[src/rtl/quad2steer.sv]
// Quadrature A/B decoder: wrapping position, step strobes, step period, sticky error.
// Optional input glitch filter enabled by defining QUAD_FILTER_EN (uses FILT_CYCLES).
module quad2steer #(
    parameter int unsigned CNT_W       = 8,
    parameter int unsigned PER_W       = 16,
    parameter int unsigned FILT_CYCLES = 4
) (
    input  logic             CLK,
    input  logic             Reset_I,
    input  logic             steerA,
    input  logic             steerB,
    input  logic             clr,
    output logic [CNT_W-1:0] pos,
    output logic             step_stb,
    output logic             step_dir,
    output logic [PER_W-1:0] period,
    output logic             period_vld,
    output logic             err
);

    localparam int unsigned SYNC_STAGES = 2;
    localparam int unsigned INIT_W      = 9;
`ifdef QUAD_FILTER_EN
    localparam int unsigned INIT_CYC    = SYNC_STAGES + FILT_CYCLES;
`else
    localparam int unsigned INIT_CYC    = SYNC_STAGES;
`endif
    localparam logic [PER_W-1:0] PER_MAX = '1;

    if (FILT_CYCLES < 1 || FILT_CYCLES > 255) begin : g_bad_filt
        $error("quad2steer: FILT_CYCLES must be within 1..255");
    end

    typedef enum logic {ST_INIT, ST_TRACK} state_t;

    state_t            r_state;
    logic [1:0]        r_sync_a;
    logic [1:0]        r_sync_b;
    logic [1:0]        r_prev_ab;
    logic [PER_W-1:0]  r_per_cnt;
    logic [INIT_W-1:0] r_init_cnt;
    logic              r_hist_vld;

    logic [1:0]        w_ab;
    logic [1:0]        w_idx_cur;
    logic [1:0]        w_idx_prev;
    logic [1:0]        w_delta;
    logic              w_fwd;
    logic              w_rev;
    logic              w_ill;

    // Two-flop synchronizers for the asynchronous phase inputs
    always_ff @(posedge CLK or negedge Reset_I) begin
        if (!Reset_I) begin
            r_sync_a <= '0;
            r_sync_b <= '0;
        end else begin
            r_sync_a <= {r_sync_a[0], steerA};
            r_sync_b <= {r_sync_b[0], steerB};
        end
    end

`ifdef QUAD_FILTER_EN
    localparam logic [7:0] FILT_LAST = 8'(FILT_CYCLES - 1);

    logic       r_acc_a;
    logic       r_acc_b;
    logic [7:0] r_fcnt_a;
    logic [7:0] r_fcnt_b;

    // A new level is accepted only after FILT_CYCLES consecutive differing samples
    always_ff @(posedge CLK or negedge Reset_I) begin
        if (!Reset_I) begin
            r_acc_a  <= 1'b0;
            r_acc_b  <= 1'b0;
            r_fcnt_a <= '0;
            r_fcnt_b <= '0;
        end else begin
            if (r_sync_a[1] == r_acc_a) begin
                r_fcnt_a <= '0;
            end else if (r_fcnt_a == FILT_LAST) begin
                r_acc_a  <= r_sync_a[1];
                r_fcnt_a <= '0;
            end else begin
                r_fcnt_a <= r_fcnt_a + 8'd1;
            end
            if (r_sync_b[1] == r_acc_b) begin
                r_fcnt_b <= '0;
            end else if (r_fcnt_b == FILT_LAST) begin
                r_acc_b  <= r_sync_b[1];
                r_fcnt_b <= '0;
            end else begin
                r_fcnt_b <= r_fcnt_b + 8'd1;
            end
        end
    end

    assign w_ab = {r_acc_a, r_acc_b};
`else
    assign w_ab = {r_sync_a[1], r_sync_b[1]};
`endif

    // Gray-to-binary phase index: forward steps increment it by one modulo 4
    assign w_idx_cur  = {w_ab[1], w_ab[1] ^ w_ab[0]};
    assign w_idx_prev = {r_prev_ab[1], r_prev_ab[1] ^ r_prev_ab[0]};
    assign w_delta    = w_idx_cur - w_idx_prev;
    assign w_fwd      = (w_delta == 2'd1);
    assign w_rev      = (w_delta == 2'd3);
    assign w_ill      = (w_delta == 2'd2);

    // INIT waits for the input pipeline to flush so prev_ab starts from the real pin state
    always_ff @(posedge CLK or negedge Reset_I) begin
        if (!Reset_I) begin
            r_state    <= ST_INIT;
            r_prev_ab  <= '0;
            r_per_cnt  <= '0;
            r_init_cnt <= '0;
            r_hist_vld <= 1'b0;
            pos        <= '0;
            step_stb   <= 1'b0;
            step_dir   <= 1'b0;
            period     <= '0;
            period_vld <= 1'b0;
            err        <= 1'b0;
        end else begin
            step_stb   <= 1'b0;
            period_vld <= 1'b0;
            if (r_per_cnt != PER_MAX) begin
                r_per_cnt <= r_per_cnt + PER_W'(1);
            end

            case (r_state)
                ST_INIT: begin
                    r_prev_ab <= w_ab;
                    if (r_init_cnt == INIT_W'(INIT_CYC)) begin
                        r_state <= ST_TRACK;
                    end else begin
                        r_init_cnt <= r_init_cnt + INIT_W'(1);
                    end
                end
                ST_TRACK: begin
                    r_prev_ab <= w_ab;
                    if (w_fwd || w_rev) begin
                        step_stb   <= 1'b1;
                        step_dir   <= w_fwd;
                        pos        <= w_fwd ? pos + CNT_W'(1) : pos - CNT_W'(1);
                        r_per_cnt  <= PER_W'(1);
                        r_hist_vld <= 1'b1;
                        if (r_hist_vld && (step_dir == w_fwd)) begin
                            period     <= r_per_cnt;
                            period_vld <= 1'b1;
                        end
                    end else if (w_ill) begin
                        err       <= 1'b1;
                        r_per_cnt <= PER_W'(1);
                    end
                end
                default: r_state <= ST_INIT;
            endcase

            // Clear overrides any same-cycle step bookkeeping except the strobe itself
            if (clr) begin
                pos        <= '0;
                err        <= 1'b0;
                r_per_cnt  <= '0;
                r_hist_vld <= 1'b0;
                period_vld <= 1'b0;
            end
        end
    end

endmodule

[config.mk]
export PLATFORM = sky130hd
export DESIGN_NAME = quad2steer
export DESIGN_NICKNAME = d
export VERILOG_FILES = /design/src/rtl/quad2steer.sv
export SDC_FILE = /design/constraint.sdc
export NUM_CORES = 1
export LEC_CHECK = 0
export ABC_AREA = 1
export CAP_MARGIN = 20
export CORE_UTILIZATION = 50
export CTS_BUF_LIST = sky130_fd_sc_hd__clkbuf_8
export CTS_CLUSTER_SIZE = 25
export DETAILED_ROUTE_END_ITERATION = 6
export PLACE_DENSITY = 0.83
export SYNTH_ARGS = -nofsm -noshare
export SYNTH_HDL_FRONTEND = slang
export SYNTH_SLANG_ARGS = --single-unit
[constraint.sdc]
create_clock -name CLK -period 2.3 [get_ports CLK]
set_clock_uncertainty 0.2 [all_clocks]
set_input_delay 0.46 -clock CLK [delete_from_list [all_inputs] [get_ports CLK]]
set_output_delay 0.46 -clock CLK [all_outputs]
set_load 0.02 [all_outputs]
==> impl_metrics.toml, run 1 <==
[floorplanning]
fp.dieH_um = 81.59
num_rows = 28
io_pins = 33
die_x_um = 81.59
start_util = 0.5255
core-area_um2 = 6026
dieArea_um2 = 6656

[route]
ant_nets = 0
wl_um = 6934
initialDrtViolationCount = 190
wl_per_cell_um = 12.91
route.detailed.drc = 0
wl_met2_um = 3470
wl_met3_um = 334
drtPass1Iterations = 4
num_vias = 2759
top_layer = "met4"
met1_length_um = 3049
via_per_inst = 5.138

[grt]
grt_pass1_wl_um = 11750
grt_overflow = 0
grt_pass1_vias = 2712
antenna_found_initial = 0
grt_max_degree = 38
grt_usage = 0.2344

[worst_setup_path]
cp-startpoint = "r_prev_ab[1]$_DFF_PN0_"
critPathArrivalTime_ns = 2.51
timing.reg2reg.worst_path_depth = 16
required_ns = 2.34
worstPathMaxFanout = 8
timing.rr.end = "pos[7]$_DFFE_PN0P_"
cpLargestDelayFamily = "simple AND/OR/NAND/NOR gates"
cp_cell_sequence = "xor2_1 > ha_2 > nand2_2 > nand2_2 > nand2_2 > nand2_4 > nand2_8 > ha_4 > inv_1 > nand2_4 > nand2_4 > nor2_1 > nor2_1 > nand3_1 > nand3_1 > nand2_1"
setup.worst_path.class = "register to register"
cpMaxStageDelayCell = "dfrtp_1"
endpoint = "pos[7]$_DFFE_PN0P_"
path_depth = 16
worstSetupEndpointType = "register"
crit_buf_inv = 1
max_stage_delay_ns = 0.40
cp-start-kind = "register"
reg2reg_slack_ns = -0.18
r2r_start = "r_prev_ab[1]$_DFF_PN0_"

[final_layout]
register_area_um2 = 1526
layout_common_cells = "105 x nand2_1, 61 x dfrtp_1, 43 x inv_1"
final_common_cell = "nand2_1"
fin_area_um2 = 4116
drive_gt1_frac = 0.1818
fill_cells = 494
nets = 475
syn_to_final_growth_pct = 29.99
antenna_cells = 0
multi_input_area_um2 = 1618

[logic_synthesis]
ys_ff_latch = 61
syn_area_per_cell_um2 = 7.977
synth_top_area_share = 0.4820
yosys.cell_types.count = 28
yosysTopAreaCell = "dfrtp_1"
syn_nets = 413
synth_area_um2 = 3167
synth_area_leaders = "dfrtp_1 48%, nand2_1 14%, nand3_1 6.0%"
yosysWarnings = 0
seq_area_frac_synth = 0.4820
syn_inst = 397

[power]
p_switching_mw = 1.283
peakVddDrop_mv = 0.8383
internal_power_mw = 2.266
leakage_nw = 2.024
clockPowerShare = 0.231
switching_share = 0.3615
comb_power_share = 0.414
seq_power_share = 0.355
pwr_density_cell_nw_per_um2 = 862.3
power_mw = 3.550

[timing]
layout_setup_ws_ns = -0.1768
worst_slew_pin_slew_ns = 0.5851
fmax_ghz = 0.4038
setup_viol = 5
hold_violations = 0
hold_slack_ns = 0.1481
period_needed_ns = 2.477
rsz0062_at_grt = "true"
post-route-period-util = 1.077
maxSlewViolCount = 0
tns_ns = -0.5302
slew_headroom = 0.6099

[cts]
cts_inserted_buffers = 9
cts-htree-levels = 3
clkSinkCount = 61
cts_tree = "built"
clock_path_buffers = 2
clkLatencyLatePin_ns = 0.34
root_buffer = "clkbuf_8"
path_clk_slew_ns = 0.07

[run]
cap_violations = 0

[placement]
portBuffers = 32
gp_congestion = 0.9048
dp.final_hpwl_um = 4717
place_area_um2 = 3801
dp_slack_ns = -0.1418

[run_status]
status = "finished, violations left"
violations = "setup timing"

[worst_hold_path]
hold_class = "register to register"
[cell type report]
class | instances | share of cell area
clock buffers | 11 | 0.03678
clock inverters | 3 | 0.003343
inverters | 51 | 0.04833
multi-input cells | 280 | 0.3930
flip-flops and latches | 61 | 0.3708
well taps | 75 | 0.02280
repair buffers | 56 | 0.1249
[cells in the mapped netlist]
library cell  count
nand2_1         115
dfrtp_1          61
inv_1            48
nor2_1           40
nand3_1          38
o21ai_0          19
nor3_1           11
a21oi_1          10
ha_1             10
xor2_1           10
nand4_1           6
buf_2             3
inv_2             3
nand2_2           3
nor2_2            3
xnor2_1           3
nand2_4           2
nor4_1            2
a21o_1            1
a31o_2            1
a31oi_1           1
buf_4             1
buf_6             1
fa_1              1
nand3_2           1
o21bai_1          1
o22ai_1           1
xnor2_4           1
[registers in the layout, summed over array words and instances (netlist names)]
| name | flops |
|---|---|
| step_dir | 1 |
| step_stb | 1 |
| r_hist_vld | 1 |
| pos | 8 |
| err | 1 |
| r_sync_b | 2 |
| r_per_cnt | 16 |
| period | 16 |
| r_sync_a | 2 |
| r_state | 1 |
| period_vld | 1 |
| r_init_cnt | 9 |
| r_prev_ab | 2 |
[through the flow]
stage / cells / utilization
floorplan: 397 / -
global placement: 516 / 0.6308
detailed placement: 516 / 0.6308
CTS: 536 / 0.6728
global route: 537 / 0.6831
finish: 537 / 0.6831
[cells by family after synthesis]
| logic type | count (synthesis) | share of synthesized area |
|---|---|---|
| buffers and inverters | 56 | 0.07112 |
| XOR/XNOR | 14 | 0.04465 |
| AND/OR/NAND/NOR | 221 | 0.2991 |
| adder cells (fa/ha/maj) | 11 | 0.04583 |
| AO/OA/AOI/OAI | 34 | 0.05729 |
| flip-flops | 61 | 0.4820 |
[power groups by stage]
stage / clock network [mW] / logic (mW) / registers [mW]
after global placement: 0 / 1.19 / 1.27
after global routing: 0.890 / 1.60 / 1.27
after CTS: 0.837 / 1.34 / 1.26
after floorplan: 0 / 0.713 / 1.35
final: 0.820 / 1.47 / 1.26
after detailed placement: 0 / 1.22 / 1.27
[repair_timing]
item | 4_1_cts | 5_1_grt
resized for setup | 14 | 15
hold endpoints to repair | 24 | 0
setup buffers | 5 | 1
pin swaps | 14 | 12
hold buffers | 1 | 0
endpoints found under the setup margin | 6 | 7
[layer usage]
metal	GRT usage	up-vias
met4	0.07719	0
met3	0.06556	9
met1	0.2809	1281
met5	0	-
li1	-	1388
met2	0.4050	81
[worst min path at each step]
| stage | cells past startpoint | slack (ns) | startpoint | end |
|---|---|---|---|---|
| final | 0 | 0.15 | r_sync_b[0]$_DFF_PN0_ | r_sync_b[1]$_DFF_PN0_ |
| after global routing | 0 | 0.17 | r_sync_b[0]$_DFF_PN0_ | r_sync_b[1]$_DFF_PN0_ |
| after CTS | 0 | 0.15 | r_sync_b[0]$_DFF_PN0_ | r_sync_b[1]$_DFF_PN0_ |
| after detailed placement | 0 | 0.14 | r_sync_b[0]$_DFF_PN0_ | r_sync_b[1]$_DFF_PN0_ |
| after global placement | 0 | 0.14 | r_sync_a[0]$_DFF_PN0_ | r_sync_a[1]$_DFF_PN0_ |
| after floorplan | 0 | -0.04 | Reset_I | err$_DFFE_PN0P_ |
Note: power is estimated with default switching activity, not from simulation.
==> run 2, diff against run 1 <==
- CORE_MARGIN: unset -> 5
==> impl_metrics.toml, run 2 (same netlist as run 1, synthesis figures left out) <==
[run_status]
violations = "setup timing"
status = "finished, violations left"

[grt]
grt_pass1_vias = 2678
busiest_layer = "met2"
grt_max_degree = 62
grt_usage = 0.1927
grt_pass1_wl_um = 11970
use_met3 = 0.04745
grtUsageMet2 = 0.3311
grt_overflow = 0
use_met1 = 0.2291
antenna_found_initial = 0

[timing]
setup_viol = 6
rsz0062_at_grt = "true"
post-route-period-util = 1.055
fmax_ghz = 0.4122
slew_headroom = 0.7613
worst_slew_pin_slew_ns = 0.3547
period_needed_ns = 2.426
layout_setup_ws_ns = -0.1260
hold_violations = 0
maxSlewViolCount = 0
hold_slack_ns = 0.1545

[final_layout]
final_cells = 535
syn_to_final_growth_pct = 29.47
fill_cells = 491
reg_top3 = "period (16), r_per_cnt (16), r_init_cnt (9)"
fin_area_um2 = 4100
layout_common_cells = "105 x nand2_1, 61 x dfrtp_1, 45 x inv_1"
nets = 470
final_common_cell = "nand2_1"
drive_gt1_frac = 0.1681
antenna_cells = 0

[floorplanning]
num_rows = 29
io_pins = 33
start_util = 0.5074
die_x_um = 89.59
core-area_um2 = 6241
dieArea_um2 = 8025
fp.dieH_um = 89.59

[cts]
root_buffer = "clkbuf_8"
path_clk_slew_ns = 0.06
clkSinkCount = 61
clkLatencyLatePin_ns = 0.33
cts_tree = "built"
cts-htree-levels = 3
clock_path_buffers = 2
cts_inserted_buffers = 9

[worst_setup_path]
crit_buf_inv = 1
cp-start-kind = "register"
worstPathMaxFanout = 5
required_ns = 2.32
setup.worst_path.class = "register to register"
cp_cell_sequence = "xnor2_1 > ha_2 > inv_2 > nand2_4 > nand3_4 > nand2_8 > nand2_8 > ha_4 > a21oi_4 > o21ai_2 > nor2_1 > nand3_1 > nand3_1 > nand2_1"
max_stage_delay_ns = 0.39
critPathArrivalTime_ns = 2.45
cpLargestDelayFamily = "simple AND/OR/NAND/NOR gates"
worstSetupEndpointType = "register"
cpMaxStageDelayCell = "dfrtp_1"

[route]
drtPass1Iterations = 6
ant_nets = 0
wl_per_cell_um = 13.28
wl_um = 7106
initialDrtViolationCount = 186
via_per_inst = 5.254
num_vias = 2811
route.detailed.drc = 0

[power]
seq_power_share = 0.364
power_mw = 3.446
p_switching_mw = 1.254
clockPowerShare = 0.226
switching_share = 0.3639
internal_power_mw = 2.192
pwr_density_cell_nw_per_um2 = 840.3
leakage_nw = 2.012
comb_power_share = 0.410
peakVddDrop_mv = 0.7028

[run]
cap_violations = 0

[worst_hold_path]
hold_class = "register to register"

[placement]
dp.final_hpwl_um = 4890
place_inst = 514
place_area_um2 = 3774
portBuffers = 32
gp_congestion = 0.8927
run 2: area by class of cell:
class,count,area (um^2),area share
multi-input cells,281,1639,0.3998
flip-flops and latches,61,1526,0.3723
repair buffers,50,476.7,0.1163
inverters,51,202.7,0.04944
clock buffers,10,137.6,0.03357
well taps,77,96.34,0.02350
clock inverters,5,21.27,0.005188
run 2: worst paths after layout:
path	from	end	slack (ns)	cells past startpoint
max	r_sync_a[1]$_DFF_PN0_	pos[7]$_DFFE_PN0P_	-0.13	14
min	r_sync_b[0]$_DFF_PN0_	r_sync_b[1]$_DFF_PN0_	0.15	0
max reg2reg	r_sync_a[1]$_DFF_PN0_	pos[7]$_DFFE_PN0P_	-0.13	14
min reg2reg	r_sync_b[0]$_DFF_PN0_	r_sync_b[1]$_DFF_PN0_	0.15	0
max in group asynchronous	Reset_I	r_per_cnt[8]$_DFF_PN0_	1.18	3
min in group asynchronous	Reset_I	period[4]$_DFFE_PN0P_	0.46	3
run 2: power groups by stage:
stage	logic (mW)	registers (mW)	clock network, mW
after CTS	1.25	1.25	0.799
after global routing	1.55	1.27	0.849
after detailed placement	1.19	1.27	0
after floorplan	0.713	1.35	0
after global placement	1.15	1.27	0
final	1.41	1.26	0.779
run 2: metrics by stage:
step	setup slack [ns]	setup TNS (ns)	utilization
floorplan	-0.03518	-0.09475	-
finish	-0.1260	-0.3621	0.6570
CTS	-0.1364	-0.5804	0.6381
detailed placement	-0.1677	-0.7062	0.6047
global route	-0.2851	-1.286	0.6570
global placement	-0.01838	-0.05267	0.6047
run 2: timing repair:
action                                  in CTS  in global routing
gates resized for setup                      5                 28
endpoints found under the setup margin       6                 22
gates cloned                                 1                  0
buffers inserted                             1                  3
endpoints found under the hold margin       61                  0
pin swaps                                    7                 20
hold buffers                                 1                  0
run 2: per-layer routing:
metal  vias up  share of wire
met5         -              0
met4         0          0.024
met3        18          0.054
met2        88           0.50
met1      1319           0.42
li1       1386              -
==> run 3, diff against run 2 <==
- CORE_UTILIZATION: 50 -> 30
- CTS_BUF_LIST: sky130_fd_sc_hd__clkbuf_8 -> sky130_fd_sc_hd__clkbuf_8 sky130_fd_sc_hd__clkbuf_16
- PLACE_DENSITY: 0.83 -> 0.57
==> impl_metrics.toml, run 3 (same netlist as run 1, synthesis figures left out) <==
[run_status]
status = "finished, violations left"
violations = "setup timing"

[cts]
cts-htree-levels = 3
cts_tree = "built"
clock_path_buffers = 2
root_buffer = "clkbuf_8"
clkSinkCount = 61
path_clk_slew_ns = 0.07
clkLatencyLatePin_ns = 0.34
cts_inserted_buffers = 9

[final_layout]
fill_cells = 1047
syn_to_final_growth_pct = 32.48
final_util = 0.4064
drive_gt1_frac = 0.1848
layout_common_cells = "105 x nand2_1, 61 x dfrtp_1, 41 x inv_1"
final_common_cell = "nand2_1"
antenna_cells = 0
reg_top3 = "period (16), r_per_cnt (16), r_init_cnt (9)"
nets = 472

[grt]
antenna_found_initial = 0
grt_overflow = 0
grt_pass1_vias = 2683
grt_pass1_wl_um = 12300
grt_max_degree = 44
grt_usage = 0.1193

[floorplanning]
io_pins = 33
fp.dieH_um = 112.7
dieArea_um2 = 12710
start_util = 0.3068
core-area_um2 = 10320
die_x_um = 112.7
num_rows = 37

[route]
initialDrtViolationCount = 111
via_per_inst = 4.562
num_vias = 2719
route.detailed.drc = 0
drtPass1Iterations = 6
wl_um = 7307
wl_per_cell_um = 12.26
ant_nets = 0

[timing]
maxSlewViolCount = 0
tns_ns = -0.3609
period_needed_ns = 2.406
layout_setup_ws_ns = -0.1061
worst_slew_pin_slew_ns = 0.4765
slew_headroom = 0.6824
setup_viol = 5
post-route-period-util = 1.046
rsz0062_at_grt = "true"
hold_violations = 0
fmax_ghz = 0.4156

[worst_setup_path]
worstPathMaxFanout = 5
critPathArrivalTime_ns = 2.43
cpMaxStageDelayCell = "dfrtp_1"
cp-start-kind = "register"
cp_cell_sequence = "xnor2_1 > ha_2 > inv_2 > nand2_2 > nand3_2 > nand2_4 > nand2_8 > ha_4 > a21oi_4 > o21ai_1 > nor2_1 > nand3_1 > nand3_1 > nand2_1"
setup.worst_path.class = "register to register"
max_stage_delay_ns = 0.39
required_ns = 2.32
worstSetupEndpointType = "register"
cpMostUsedCell = "nand3_1"

[placement]
portBuffers = 32
dp.final_hpwl_um = 5256
gp_congestion = 0.8508

[power]
peakVddDrop_mv = 0.4719
pwr_density_cell_nw_per_um2 = 859.7
power_mw = 3.607
leakage_nw = 2.010

[run]
cap_violations = 0

[worst_hold_path]
hold_class = "register to register"
==> run 3: power by group <==
| part | leakage (nW) | switching, mW | internal, mW | total [mW] |
|---|---|---|---|---|
| Clock | 0.101 | 0.422 | 0.550 | 0.972 |
| Combinational | 1.10 | 0.756 | 0.626 | 1.38 |
| Sequential | 0.812 | 0.0949 | 1.16 | 1.25 |
==> run 3: worst max-delay path: cells and delay by family (launching register included) <==
| family | cells | cell delay (ns) |
|---|---|---|
| simple gates | 8 | 0.73 |
| fa+ha+maj | 2 | 0.51 |
| xor+xnor | 1 | 0.19 |
| compound gates | 2 | 0.23 |
| flops | 1 | 0.39 |
| buf+inv | 1 | 0.04 |
==> run 3: through the flow <==
| stage | area [um^2] | hold slack, ns | worst slack (ns) | std cells |
|---|---|---|---|---|
| finish | 4195 | 0.1497 | -0.1061 | 596 |
| global route | 4195 | 0.1644 | -0.2463 | 596 |
| CTS | 4113 | 0.1523 | -0.08480 | 595 |
| detailed placement | 3870 | 0.1365 | -0.1282 | 576 |
| global placement | 3870 | 0.1329 | -0.05136 | 576 |
| floorplan | 3286 | -0.03559 | -0.03518 | 397 |
==> run 3: repair_timing <==
action	4_1_cts	5_1_grt
endpoints found under the setup margin	6	7
endpoints found under the hold margin	18	0
buffers inserted	2	1
gates cloned	1	0
gates resized for setup	4	23
pin swaps	3	16
hold buffers	1	0
==> run 3: final timing paths <==
path / from / slack (ns) / depth (start not counted) / end
worst max-delay path: r_sync_a[1]$_DFF_PN0_ / -0.11 / 14 / pos[7]$_DFFE_PN0P_
worst min-delay path: r_sync_b[0]$_DFF_PN0_ / 0.15 / 0 / r_sync_b[1]$_DFF_PN0_
worst max register to register: r_sync_a[1]$_DFF_PN0_ / -0.11 / 14 / pos[7]$_DFFE_PN0P_
worst min register to register: r_sync_b[0]$_DFF_PN0_ / 0.15 / 0 / r_sync_b[1]$_DFF_PN0_
max in group asynchronous: Reset_I / 0.89 / 3 / r_init_cnt[5]$_DFFE_PN0P_
min in group asynchronous: Reset_I / 0.41 / 2 / period[6]$_DFFE_PN0P_
==> run 3: per-layer routing <==
metal,GRT usage,share of wire,vias up
met5,0,0,-
met4,0.04728,0.015,0
met3,0.03850,0.044,11
met2,0.2002,0.49,46
met1,0.1418,0.45,1278
li1,-,-,1384
==> run 3: area by class of cell <==
cell class,instances,area (um^2),share of cell area
clock buffers,11,151.4,0.03609
clock inverters,4,47.55,0.01133
inverters,51,200.2,0.04772
multi-input cells,281,1619,0.3859
flip-flops and latches,61,1526,0.3639
well taps,136,170.2,0.04056
repair buffers,52,480.5,0.1145
